--- src/rtl/cdc_tx_arbiter_pkg.sv ---
// cdc_tx_arbiter_pkg: shared CDC types and constants
// Holds the arbiter FSM state encoding, the wait-counter width and the default abort limit.
package cdc_tx_arbiter_pkg;
    typedef enum logic [1:0] {IDLE, SEND, RELEASE} state_e;
    localparam int WAIT_W          = 8;
    localparam int TIMEOUT_DEFAULT = 255;
endpackage

--- src/rtl/cdc_tx_arbiter_ack_sync.sv ---
// cdc_ack_sync: multi-flop level synchronizer for the destination acknowledge
// Ports: CLK rising-edge clock, RST async active-low reset,
//        d asynchronous input level, q synchronized level (last stage).
module cdc_ack_sync #(
    parameter int NUM_STAGES = 2
) (
    input  logic CLK,
    input  logic RST,
    input  logic d,
    output logic q
);
    logic [NUM_STAGES-1:0] sync_q, sync_d;

    always_comb sync_d = {sync_q[NUM_STAGES-2:0], d};

    always_ff @(posedge CLK or negedge RST)
        if (!RST) sync_q <= '0;
        else      sync_q <= sync_d;

    assign q = sync_q[NUM_STAGES-1];
endmodule

--- src/rtl/cdc_tx_arbiter.sv ---
// cdc_tx_arbiter: two-requester round-robin arbiter driving a 4-phase handshake bus into another clock domain
// Ports: CLK/RST clock and async active-low reset; req[1:0] level requests with req_data0/req_data1 payloads;
//        grant one-hot capture pulse; sync_bus/bus_enable registered bus to the destination;
//        dest_ack asynchronous destination acknowledge; busy transfer in progress; timeout_err abort pulse.
module cdc_tx_arbiter
    import cdc_tx_arbiter_pkg::*;
#(
    parameter int BUS_WIDTH  = 8,
    parameter int NUM_STAGES = 2,
    parameter int TIMEOUT    = TIMEOUT_DEFAULT
) (
    input  logic                 CLK,
    input  logic                 RST,
    input  logic [1:0]           req,
    input  logic [BUS_WIDTH-1:0] req_data0,
    input  logic [BUS_WIDTH-1:0] req_data1,
    output logic [1:0]           grant,
    output logic [BUS_WIDTH-1:0] sync_bus,
    output logic                 bus_enable,
    input  logic                 dest_ack,
    output logic                 busy,
    output logic                 timeout_err
);
    state_e               state_q, state_d;
    logic [1:0]           grant_q, grant_d;
    logic [BUS_WIDTH-1:0] sync_bus_q, sync_bus_d;
    logic                 bus_enable_q, bus_enable_d;
    logic [WAIT_W-1:0]    wait_cnt_q, wait_cnt_d;
    logic                 last_q, last_d;
    logic                 armed_q, armed_d;
    logic                 ack_s, pick, expired;

    cdc_ack_sync #(.NUM_STAGES(NUM_STAGES)) u_ack_sync (
        .CLK (CLK),
        .RST (RST),
        .d   (dest_ack),
        .q   (ack_s)
    );

    always_comb begin
        // Requester 1 wins when alone, or when both ask and requester 0 went last.
        pick         = (req == 2'b11) ? ~last_q : req[1];
        expired      = (state_q != IDLE) && (wait_cnt_q == WAIT_W'(TIMEOUT));
        state_d      = state_q;
        grant_d      = 2'b00;
        sync_bus_d   = sync_bus_q;
        bus_enable_d = bus_enable_q;
        last_d       = last_q;
        armed_d      = armed_q;
        wait_cnt_d   = (state_q == IDLE) ? '0 : wait_cnt_q + 1'b1;
        if (expired) begin
            state_d      = IDLE;
            bus_enable_d = 1'b0;
        end else begin
            case (state_q)
                IDLE: begin
                    armed_d = 1'b0;
                    if (|req) begin
                        state_d      = SEND;
                        grant_d      = pick ? 2'b10 : 2'b01;
                        sync_bus_d   = pick ? req_data1 : req_data0;
                        bus_enable_d = 1'b1;
                        last_d       = pick;
                    end
                end
                SEND: begin
                    // A stale high ack must be seen low once before its rise counts.
                    armed_d = armed_q | ~ack_s;
                    if (ack_s && armed_q) begin
                        state_d      = RELEASE;
                        bus_enable_d = 1'b0;
                    end
                end
                RELEASE: state_d = ack_s ? RELEASE : IDLE;
                default: state_d = IDLE;
            endcase
        end
        if (state_d != state_q) wait_cnt_d = '0;
    end

    always_ff @(posedge CLK or negedge RST) begin
        if (!RST) begin
            state_q      <= IDLE;
            grant_q      <= 2'b00;
            sync_bus_q   <= '0;
            bus_enable_q <= 1'b0;
            wait_cnt_q   <= '0;
            last_q       <= 1'b1;
            armed_q      <= 1'b0;
        end else begin
            state_q      <= state_d;
            grant_q      <= grant_d;
            sync_bus_q   <= sync_bus_d;
            bus_enable_q <= bus_enable_d;
            wait_cnt_q   <= wait_cnt_d;
            last_q       <= last_d;
            armed_q      <= armed_d;
        end
    end

    assign grant       = grant_q;
    assign sync_bus    = sync_bus_q;
    assign bus_enable  = bus_enable_q;
    assign busy        = state_q != IDLE;
    assign timeout_err = expired;
endmodule

--- config.mk ---
export PLATFORM = sky130hd
export DESIGN_NAME = cdc_tx_arbiter
export DESIGN_NICKNAME = d
export VERILOG_FILES = /design/src/rtl/cdc_tx_arbiter_pkg.sv /design/src/rtl/cdc_tx_arbiter_ack_sync.sv /design/src/rtl/cdc_tx_arbiter.sv
export SDC_FILE = /design/constraint.sdc
export NUM_CORES = 1
export LEC_CHECK = 0
export CAP_MARGIN = 20
export CORE_ASPECT_RATIO = 1.5
export CORE_UTILIZATION = 49
export DETAILED_ROUTE_END_ITERATION = 8
export PLACE_DENSITY = 0.83
export SETUP_SLACK_MARGIN = 0.05
export SYNTH_ARGS = -nofsm -noshare
export SYNTH_HDL_FRONTEND = slang
export SYNTH_SLANG_ARGS = --single-unit
--- constraint.sdc ---
create_clock -name CLK -period 2.91 [get_ports CLK]
set_input_delay 0.4365 -clock CLK [delete_from_list [all_inputs] [get_ports CLK]]
set_output_delay 0.4365 -clock CLK [all_outputs]
set_load 0.005 [all_outputs]
# Word-level counts from Yosys, hierarchy flattened
# Cells that the tools add are included.
# op_classes
addsub	1
n_eq_ne	7
muxes	18
bitwise	4
n_reduce_logical	10
# op_table
operator	count
$mux W8	3
$mux W2	8
$add A8 B1 Y8 const B	1
$eq A8 B8 Y1 const B	1
$pmux W2 S3	1
$reduce_and A3 Y1	2
$eq A2 B2 Y1 const B	2
$mux W1	4
$pmux W1 S2	2
$reduce_bool A2 Y1	2
$ne A3 B2 Y1 const B	1
$ne A3 B3 Y1 const B	1
$not A1 Y1	3
$reduce_bool A3 Y1	1
$eq A2 B1 Y1 const B	1
$logic_and A1 B1 Y1	2
$logic_not A2 Y1	1
$ne A2 B2 Y1	1
$reduce_and A2 Y1	1
$reduce_or A2 Y1	1
$or A1 B1 Y1	1
# word_totals
register_bits	25
input_bits	21
output_inout_bits	13
wordCells	48

# Longest topological paths before layout
# Gate-level depths: netlist of run 1.
# depth
depth_word	6
depth_mapped	5
ltp_nobuf	4

# Cells and area by module
# Synthesis of run 1 repeated with hierarchy kept, for this count alone.
# hier_totals
cells_unflattened	93
hier_area_um2	1134.8
# by_module_without_submodules
mod	instances	cells_each	area_per_inst_um2	seq_area_each_um2
cdc_tx_arbiter	1	91	1084.8	576.8
cdc_ack_sync	1	2	50.0	50.0

# Worst setup path before layout of run 1
# No wires, ideal clock.
# synth_timing
kind	input-to-reg
startpoint	input req[1]
endpoint	register sync_bus_q[1], in the netlist sync_bus[1]
arrival_ns	1.271
required_time_ns	2.785
path_slack_ns	1.514
stages	3
path_buffers	0
path_cell_list	a21boi_4 mux2_2 mux2_2
# synth_between
elab_chain_len	3
word_cells_on_any_way	5
# synth_rtl
element	line_no	rtl
from (decl)	cdc_tx_arbiter.sv:14	input logic [1:0] req,
$eq A2 B2 Y1	cdc_tx_arbiter.sv:42	pick = (req == 2'b11) ? ~last_q : req[1];
$mux W1	cdc_tx_arbiter.sv:42	
$mux W8	cdc_tx_arbiter.sv:61	sync_bus_d = pick ? req_data1 : req_data0;
to (signal assigned)	cdc_tx_arbiter.sv:93	sync_bus_q <= sync_bus_d;
to (decl)	cdc_tx_arbiter.sv:26	logic [BUS_WIDTH-1:0] sync_bus_q, sync_bus_d;
# Several ways; a longest one is shown, not always the timed one.
# A chain may end at the register's enable or synchronous reset.

# Worst setup path after layout of run 1
# layout_timing
startpoint	register wait_cnt_q[0]
endpoint	output timeout_err
# layout_between
elab_chain_len	2
# layout_rtl
element	line_no	rtl
from (decl)	cdc_tx_arbiter.sv:28	logic [WAIT_W-1:0] wait_cnt_q, wait_cnt_d;
from (signal assigned)	cdc_tx_arbiter.sv:95	wait_cnt_q <= wait_cnt_d;
$eq A8 B8 Y1	cdc_tx_arbiter.sv:43	expired = (state_q != IDLE) && (wait_cnt_q == WAIT_W'(TIMEOUT));
$logic_and A1 B1 Y1	cdc_tx_arbiter.sv:43	
to (decl)	cdc_tx_arbiter.sv:22	output logic timeout_err
# Every way passes these cells.

==> impl_metrics.xml, run 1 <==
<?xml version="1.0" encoding="UTF-8"?>
<metrics>
  <group name="clock_tree">
    <metric name="post_cts_resize_count" unit="">0</metric>
    <metric name="cts_tree" unit="">yes</metric>
    <metric name="clockBufferDepth" unit="">2</metric>
    <metric name="hold_buffers" unit="">0</metric>
    <metric name="postCtsSetupRepairBufs" unit="">0</metric>
    <metric name="cts_root_buffer" unit="">sky130_fd_sc_hd__clkbuf_4</metric>
    <metric name="clk-insertion-delay-late" unit="ns">0.32</metric>
    <metric name="cts.clk_slew.worst_paths" unit="ns">0.14</metric>
    <metric name="cts_sinks" unit="">25</metric>
    <metric name="cts-buffers-inserted" unit="">3</metric>
    <metric name="htreeDepth" unit="">1</metric>
  </group>
  <group name="yosys">
    <metric name="ys_async_sr_fraction" unit="%">100.0</metric>
    <metric name="synthCells" unit="">93</metric>
    <metric name="synth_top_cell_by_area" unit="">sky130_fd_sc_hd__dfrtp_1</metric>
    <metric name="synth.avg_cell_area" unit="µm²">12.05</metric>
    <metric name="syn_area" unit="µm²">1121</metric>
    <metric name="count_of_flip_flops_with_a_built_in_enable_after_synthesis" unit="">0</metric>
    <metric name="synth_nets" unit="">115</metric>
    <metric name="ys_ff_latch" unit="">25</metric>
    <metric name="synth.top_cells.by_area" unit="">sky130_fd_sc_hd__dfrtp_1, sky130_fd_sc_hd__mux2_2, sky130_fd_sc_hd__a221o_1, sky130_fd_sc_hd__and3_1, sky130_fd_sc_hd__nand2_1</metric>
    <metric name="post_synth_num_cell_types" unit="">34</metric>
    <metric name="ys.flop_type" unit="">sky130_fd_sc_hd__dfrtp_1</metric>
    <metric name="yosysSeqAreaShare" unit="%">55.92</metric>
    <metric name="synth.yosys.warnings" unit="">0</metric>
    <metric name="synth_largest_type_area_fraction" unit="%">53.57</metric>
  </group>
  <group name="global_route">
    <metric name="grt.met3_usage" unit="%">3.663</metric>
    <metric name="globalRouteTotalUtil" unit="%">21.21</metric>
    <metric name="first_global_vias" unit="">843</metric>
    <metric name="grt_overflow_total" unit="">0</metric>
    <metric name="largest_net_degree_at_the_start_of_global_routing" unit="">26</metric>
    <metric name="grt_met1_use" unit="%">21.92</metric>
    <metric name="grt_first_pass_wirelength" unit="µm">3498</metric>
    <metric name="antenna_found_initial" unit="">0</metric>
    <metric name="grt.met2_usage" unit="%">37.72</metric>
    <metric name="grt.busiest_layer" unit="">met2</metric>
  </group>
  <group name="power">
    <metric name="ir_worst_vdd" unit="mV">0.5249</metric>
    <metric name="netSwitchingFraction" unit="%">32.65</metric>
    <metric name="share_comb_of_total_power" unit="%">42.7</metric>
    <metric name="design_power_total" unit="mW">1.222</metric>
    <metric name="int_pwr" unit="µW">823.1</metric>
    <metric name="clock_network_fraction_of_total_power" unit="%">12.4</metric>
    <metric name="sw_power" unit="µW">399.1</metric>
    <metric name="p_leak" unit="nW">0.6332</metric>
    <metric name="p_seq_share" unit="%">44.9</metric>
    <metric name="cellPowerDensity" unit="nW/µm²">817.4</metric>
  </group>
  <group name="timing">
    <metric name="worst_slack" unit="ns">0.6417</metric>
    <metric name="fin_crit" unit="ns">2.268</metric>
    <metric name="final-hold-violation-count" unit="">0</metric>
    <metric name="rsz0062_at_grt" unit="">no</metric>
    <metric name="timing.clock.skew" unit="ns">0.01161</metric>
    <metric name="final_period_util" unit="%">77.95</metric>
    <metric name="max_slew.worst_pin.slew" unit="ns">0.5688</metric>
    <metric name="fin_tns_setup" unit="ns">0</metric>
    <metric name="final_setup_violating_endpoints" unit="">0</metric>
    <metric name="max-slew-margin-rel" unit="%">61.94</metric>
    <metric name="achievable-frequency" unit="MHz">440.9</metric>
    <metric name="timing.hold.ws" unit="ns">0.3716</metric>
    <metric name="timing_max_transition_violations_final" unit="">0</metric>
  </group>
  <group name="critical_path">
    <metric name="crit_path_cell_trace" unit="">ha_1 &gt; nand3_1 &gt; nor3_1 &gt; clkdlybuf4s50_1</metric>
    <metric name="path_class" unit="">flop to output pin</metric>
    <metric name="worstPathRequired" unit="ns">2.47</metric>
    <metric name="crit_path_top_delay_cell" unit="">sky130_fd_sc_hd__clkdlybuf4s50_1</metric>
    <metric name="max_stage_delay" unit="ns">0.54</metric>
    <metric name="crit_path_max_fanout" unit="">4</metric>
    <metric name="critical_path.startpoint_type" unit="">flop</metric>
    <metric name="endpoint_kind" unit="">output pin</metric>
    <metric name="critPathArrivalTime" unit="ns">1.83</metric>
  </group>
  <group name="run">
    <metric name="number_of_maximum_capacitance_constraint_violations" unit="">0</metric>
  </group>
  <group name="drt">
    <metric name="routed-via-count" unit="">907</metric>
    <metric name="routed_wire_length_per_instance" unit="µm">15.21</metric>
    <metric name="post-route-drc-count" unit="">0</metric>
    <metric name="route.final.wire_length" unit="µm">2297</metric>
    <metric name="firstDrtPassIters" unit="">4</metric>
    <metric name="drtIter0Drc" unit="">39</metric>
    <metric name="ant_nets" unit="">0</metric>
    <metric name="viasPerCell" unit="">6.007</metric>
  </group>
  <group name="final_layout">
    <metric name="design.final.nets" unit="">152</metric>
    <metric name="final_cell_mix" unit="">sky130_fd_sc_hd__clkdlybuf4s50_1, sky130_fd_sc_hd__dfrtp_1, sky130_fd_sc_hd__nand2_1</metric>
    <metric name="drive_gt1_share" unit="%">13.95</metric>
    <metric name="syn_to_final_growth" unit="%">33.37</metric>
    <metric name="antenna_cells_inserted" unit="">0</metric>
    <metric name="final_common_cell" unit="">sky130_fd_sc_hd__clkdlybuf4s50_1</metric>
    <metric name="num-fill-cells" unit="">154</metric>
  </group>
  <group name="die">
    <metric name="rows" unit="">20</metric>
    <metric name="io_pins" unit="">34</metric>
    <metric name="overall_die_height" unit="µm">60.58</metric>
    <metric name="die-width" unit="µm">41.06</metric>
    <metric name="starting_density_of_the_core" unit="%">53.33</metric>
    <metric name="fp.coreArea" unit="µm²">2102</metric>
    <metric name="die_area" unit="µm²">2487</metric>
  </group>
  <group name="outcome">
    <metric name="run_status" unit="">completed</metric>
  </group>
  <group name="placed_design">
    <metric name="pre_cts_ws" unit="ns">0.8740</metric>
    <metric name="routabilityCongestion" unit="">0.7644</metric>
    <metric name="io_buffer_count" unit="">33</metric>
    <metric name="post-dp-hpwl" unit="µm">1722</metric>
  </group>
  <group name="hold_path">
    <metric name="worst_hold_path_type" unit="">flop to flop</metric>
  </group>
</metrics>
[power by group through the flow]
stage | clock network [mW] | logic (mW) | registers [mW]
after floorplan | 0 | 0.291 | 0.551
after global placement | 0 | 0.513 | 0.549
after detailed placement | 0 | 0.523 | 0.558
after CTS | 0.156 | 0.526 | 0.550
after global routing | 0.170 | 0.571 | 0.564
final | 0.152 | 0.522 | 0.548
[metrics by stage]
stage          utilization, %  area [µm²]  cells
2_1_floorplan               -        1121     93
3_3_place_gp            69.82        1468    147
3_5_place_dp            69.82        1468    147
4_1_cts                 71.13        1495    151
5_1_grt                 71.13        1495    151
6_report                71.13        1495    151
[sequential cells by signal, summed over array words and instances (netlist names)]
name and count:
armed_q 1, grant 2, u_ack_sync.sync_q 2, wait_cnt_q 8, last_q 1, state_q 2, bus_enable 1, sync_bus 8
[kinds of logic (layout without fill, tap and decap cells)]
logic type / count (synthesis) / in the layout / share of synthesized area (%)
flip-flops: 25 / 25 / 55.92
adder cells (fa/ha/maj): 1 / 1 / 1.116
buffers and inverters: 3 / 39 / 2.009
AO/OA/AOI/OAI: 20 / 20 / 15.74
XOR/XNOR: 3 / 3 / 2.344
multiplexers: 6 / 6 / 6.026
AND/OR/NAND/NOR: 35 / 35 / 16.85
[worst paths after layout]
| path | from | to | slack (ns) | depth (start not counted) |
|---|---|---|---|---|
| worst max-delay path | wait_cnt_q[0] | timeout_err | 0.64 | 4 |
| worst min-delay path | u_ack_sync.sync_q[0] | u_ack_sync.sync_q[1] | 0.37 | 0 |
| worst max register to register | state_q[1] | sync_bus[6] | 1.21 | 4 |
| worst min register to register | u_ack_sync.sync_q[0] | u_ack_sync.sync_q[1] | 0.37 | 0 |
| max in group asynchronous | RST | last_q | 2.14 | 2 |
| min in group asynchronous | RST | wait_cnt_q[3] | 0.49 | 2 |
[area by class of cell]
type                       count  area [µm²]  share of cell area (%)
sequential                    25       626.9                   41.92
multi-input combinational     65       471.7                   31.55
timing repair buffer          34       337.8                   22.59
tap                           22       27.53                   1.841
clock buffer                   3       22.52                   1.506
clock inverter                 1       5.005                  0.3347
inverter                       1       3.754                  0.2510
[synth_stat cells, drive strengths merged, types with 2 or more instances]
| cell type | count |
|---|---|
| xor2 | 2 |
| nor2 | 5 |
| a221o | 5 |
| and3 | 5 |
| mux2 | 6 |
| o21ai | 5 |
| nor2b | 2 |
| nor3 | 4 |
| or3 | 2 |
| buf | 2 |
| nor3b | 2 |
| nand3 | 4 |
| a21oi | 2 |
| nand2 | 8 |
| dfrtp | 24 |
[critical path: cells and delay by family, from the launching register on]
| kind | cells | cell delay [ns] |
|---|---|---|
| adders and majority gates | 1 | 0.24 |
| and+or+nand+nor | 2 | 0.30 |
| DFF | 1 | 0.42 |
| buffers and inverters | 1 | 0.54 |
[routing by layer]
layer / routed length [µm] / vias to the layer above
met3: 179 / 4
li1: - / 418
met2: 1161 / 35
met1: 912 / 450
met5: 0 / -
met4: 44 / 0
(Power assumes the default switching activity.)
==> inputs of run 2 (changes only) <==
Settings changed: CORE_UTILIZATION 49 to 45, PLACE_DENSITY 0.83 to 0.77.
Clock period 2.91 ns to 2.1 ns, I/O delays scaled along.
==> impl_metrics.xml, run 2 (synthesis results as in run 1) <==
<?xml version="1.0" encoding="UTF-8"?>
<metrics>
  <group name="power">
    <metric name="share_comb_of_total_power" unit="%">43.5</metric>
    <metric name="design_power_total" unit="mW">1.743</metric>
    <metric name="p_seq_share" unit="%">44.5</metric>
    <metric name="int_pwr" unit="mW">1.174</metric>
    <metric name="p_leak" unit="nW">0.6397</metric>
    <metric name="cellPowerDensity" unit="nW/µm²">1137</metric>
    <metric name="clock_network_fraction_of_total_power" unit="%">12.0</metric>
    <metric name="ir_worst_vdd" unit="mV">0.6898</metric>
    <metric name="netSwitchingFraction" unit="%">32.64</metric>
    <metric name="sw_power" unit="µW">568.9</metric>
  </group>
  <group name="timing">
    <metric name="worst_slack" unit="ns">0.1360</metric>
    <metric name="achievable-frequency" unit="MHz">509.2</metric>
    <metric name="final-hold-violation-count" unit="">0</metric>
    <metric name="fin_tns_setup" unit="ns">0</metric>
    <metric name="max-slew-margin-rel" unit="%">64.24</metric>
    <metric name="timing.hold.ws" unit="ns">0.3396</metric>
    <metric name="timing_max_transition_violations_final" unit="">0</metric>
    <metric name="max_slew.worst_pin.slew" unit="ns">0.5344</metric>
    <metric name="final_period_util" unit="%">93.53</metric>
    <metric name="final_setup_violating_endpoints" unit="">0</metric>
    <metric name="timing.clock.skew" unit="ns">0.008439</metric>
    <metric name="rsz0062_at_grt" unit="">no</metric>
    <metric name="fin_crit" unit="ns">1.964</metric>
  </group>
  <group name="global_route">
    <metric name="globalRouteTotalUtil" unit="%">19.23</metric>
    <metric name="grt_overflow_total" unit="">0</metric>
    <metric name="first_global_vias" unit="">920</metric>
    <metric name="antenna_found_initial" unit="">0</metric>
    <metric name="largest_net_degree_at_the_start_of_global_routing" unit="">26</metric>
    <metric name="grt_first_pass_wirelength" unit="µm">3953</metric>
  </group>
  <group name="hold_path">
    <metric name="worst_hold_path_type" unit="">primary input to async pin</metric>
  </group>
  <group name="clock_tree">
    <metric name="cts-buffers-inserted" unit="">3</metric>
    <metric name="clk-insertion-delay-late" unit="ns">0.32</metric>
    <metric name="cts_root_buffer" unit="">sky130_fd_sc_hd__clkbuf_4</metric>
    <metric name="cts_tree" unit="">yes</metric>
    <metric name="cts_sinks" unit="">25</metric>
    <metric name="htreeDepth" unit="">1</metric>
    <metric name="cts.clk_slew.worst_paths" unit="ns">0.13</metric>
    <metric name="clockBufferDepth" unit="">2</metric>
  </group>
  <group name="run">
    <metric name="number_of_maximum_capacitance_constraint_violations" unit="">0</metric>
  </group>
  <group name="drt">
    <metric name="firstDrtPassIters" unit="">4</metric>
    <metric name="routed-via-count" unit="">890</metric>
    <metric name="route.final.wire_length" unit="µm">2288</metric>
    <metric name="post-route-drc-count" unit="">0</metric>
    <metric name="routed_wire_length_per_instance" unit="µm">14.86</metric>
    <metric name="viasPerCell" unit="">5.779</metric>
    <metric name="ant_nets" unit="">0</metric>
    <metric name="drtIter0Drc" unit="">16</metric>
  </group>
  <group name="critical_path">
    <metric name="path_class" unit="">flop to output pin</metric>
    <metric name="max_stage_delay" unit="ns">0.47</metric>
    <metric name="critical_path.startpoint_type" unit="">flop</metric>
    <metric name="endpoint_kind" unit="">output pin</metric>
    <metric name="crit_path_cell_trace" unit="">nor2_4 &gt; inv_1 &gt; clkdlybuf4s50_1</metric>
    <metric name="critical_path.reg2reg.startpoint" unit="">state_q[0]</metric>
    <metric name="worst_path_dominant_cell_family" unit="">buffers and inverters</metric>
    <metric name="worstPathRequired" unit="ns">1.78</metric>
    <metric name="crit_path_start" unit="">state_q[0]</metric>
    <metric name="critPathArrivalTime" unit="ns">1.65</metric>
    <metric name="crit_path_max_fanout" unit="">11</metric>
    <metric name="crit_path_top_delay_cell" unit="">sky130_fd_sc_hd__clkdlybuf4s50_1</metric>
    <metric name="critPathBufInv" unit="">2</metric>
  </group>
  <group name="placed_design">
    <metric name="post-dp-hpwl" unit="µm">1748</metric>
    <metric name="postPlaceCellArea" unit="µm²">1476</metric>
    <metric name="routabilityCongestion" unit="">0.7864</metric>
    <metric name="io_buffer_count" unit="">33</metric>
    <metric name="pre_cts_ws" unit="ns">0.1971</metric>
    <metric name="numPlacedInstances" unit="">149</metric>
  </group>
  <group name="final_layout">
    <metric name="final-instance-count-excl-fill" unit="">154</metric>
    <metric name="final_design_area_no_fill" unit="µm²">1533</metric>
    <metric name="finalCoreUtilization" unit="%">67.05</metric>
    <metric name="final_cell_mix" unit="">sky130_fd_sc_hd__clkdlybuf4s50_1, sky130_fd_sc_hd__dfrtp_1, sky130_fd_sc_hd__nand2_1</metric>
    <metric name="final_common_cell" unit="">sky130_fd_sc_hd__clkdlybuf4s50_1</metric>
    <metric name="drive_gt1_share" unit="%">16.03</metric>
    <metric name="syn_to_final_growth" unit="%">36.72</metric>
    <metric name="design.final.nets" unit="">154</metric>
    <metric name="antenna_cells_inserted" unit="">0</metric>
  </group>
  <group name="die">
    <metric name="overall_die_height" unit="µm">63.13</metric>
    <metric name="die_area" unit="µm²">2699</metric>
    <metric name="starting_density_of_the_core" unit="%">49.04</metric>
    <metric name="die-width" unit="µm">42.76</metric>
    <metric name="rows" unit="">21</metric>
    <metric name="io_pins" unit="">34</metric>
    <metric name="fp.coreArea" unit="µm²">2286</metric>
  </group>
  <group name="outcome">
    <metric name="run_status" unit="">completed</metric>
  </group>
</metrics>
## run 2: cell types whose count changed in the layout (fill, tap and decap cells not counted), sizes merged
cell	change
clkbuf	+1
clkinv	-1
buf	+2
## run 2: area by class of cell
class	count	area, µm²
clock buffers	4	26.28
flip-flops and latches	25	626.9
repair buffers	36	352.8
fillers	186	753.2
multi-input cells	65	494.2
well taps	23	28.78
inverters	1	3.754
## run 2: routing by layer
metal | global-route usage, % | routed length [µm] | up-vias
li1 | - | - | 423
met1 | 21.21 | 850 | 434
met2 | 34.66 | 1292 | 28
met3 | 3.438 | 101 | 5
met4 | 8.203 | 43 | 0
met5 | 0 | 0 | -
## run 2: power groups by stage
stage	Combinational [mW]	Clock, mW	Sequential [mW]
detailed placement	0.745	0	0.771
global placement	0.723	0	0.766
finish	0.758	0.210	0.775
global route	0.829	0.230	0.797
CTS	0.749	0.220	0.771
floorplan	0.403	0	0.763
## run 2: final timing paths
kind / end / slack (ns) / cells after the start
min in group CLK: u_ack_sync.sync_q[1] / 0.37 / 0
max in group asynchronous: last_q / 1.46 / 2
worst min register to register: u_ack_sync.sync_q[1] / 0.37 / 0
worst max register to register: sync_bus[0] / 0.57 / 4
worst min-delay path: wait_cnt_q[4] / 0.34 / 2
worst max-delay path: busy / 0.14 / 3
## run 2: worst register-to-register path: stages (launching register included)
cell	delay (ns)
sky130_fd_sc_hd__dfrtp_1	0.46
sky130_fd_sc_hd__nor2_4	0.28
sky130_fd_sc_hd__o21ai_2	0.15
sky130_fd_sc_hd__buf_4	0.19
sky130_fd_sc_hd__a221o_1	0.35
## run 2: what timing repair did
item	4_1_cts	5_1_grt
hold buffers	0	0
endpoints found under the setup margin	2	1
resized for setup	2	2
buffers inserted	0	1
endpoints found under the hold margin	0	0
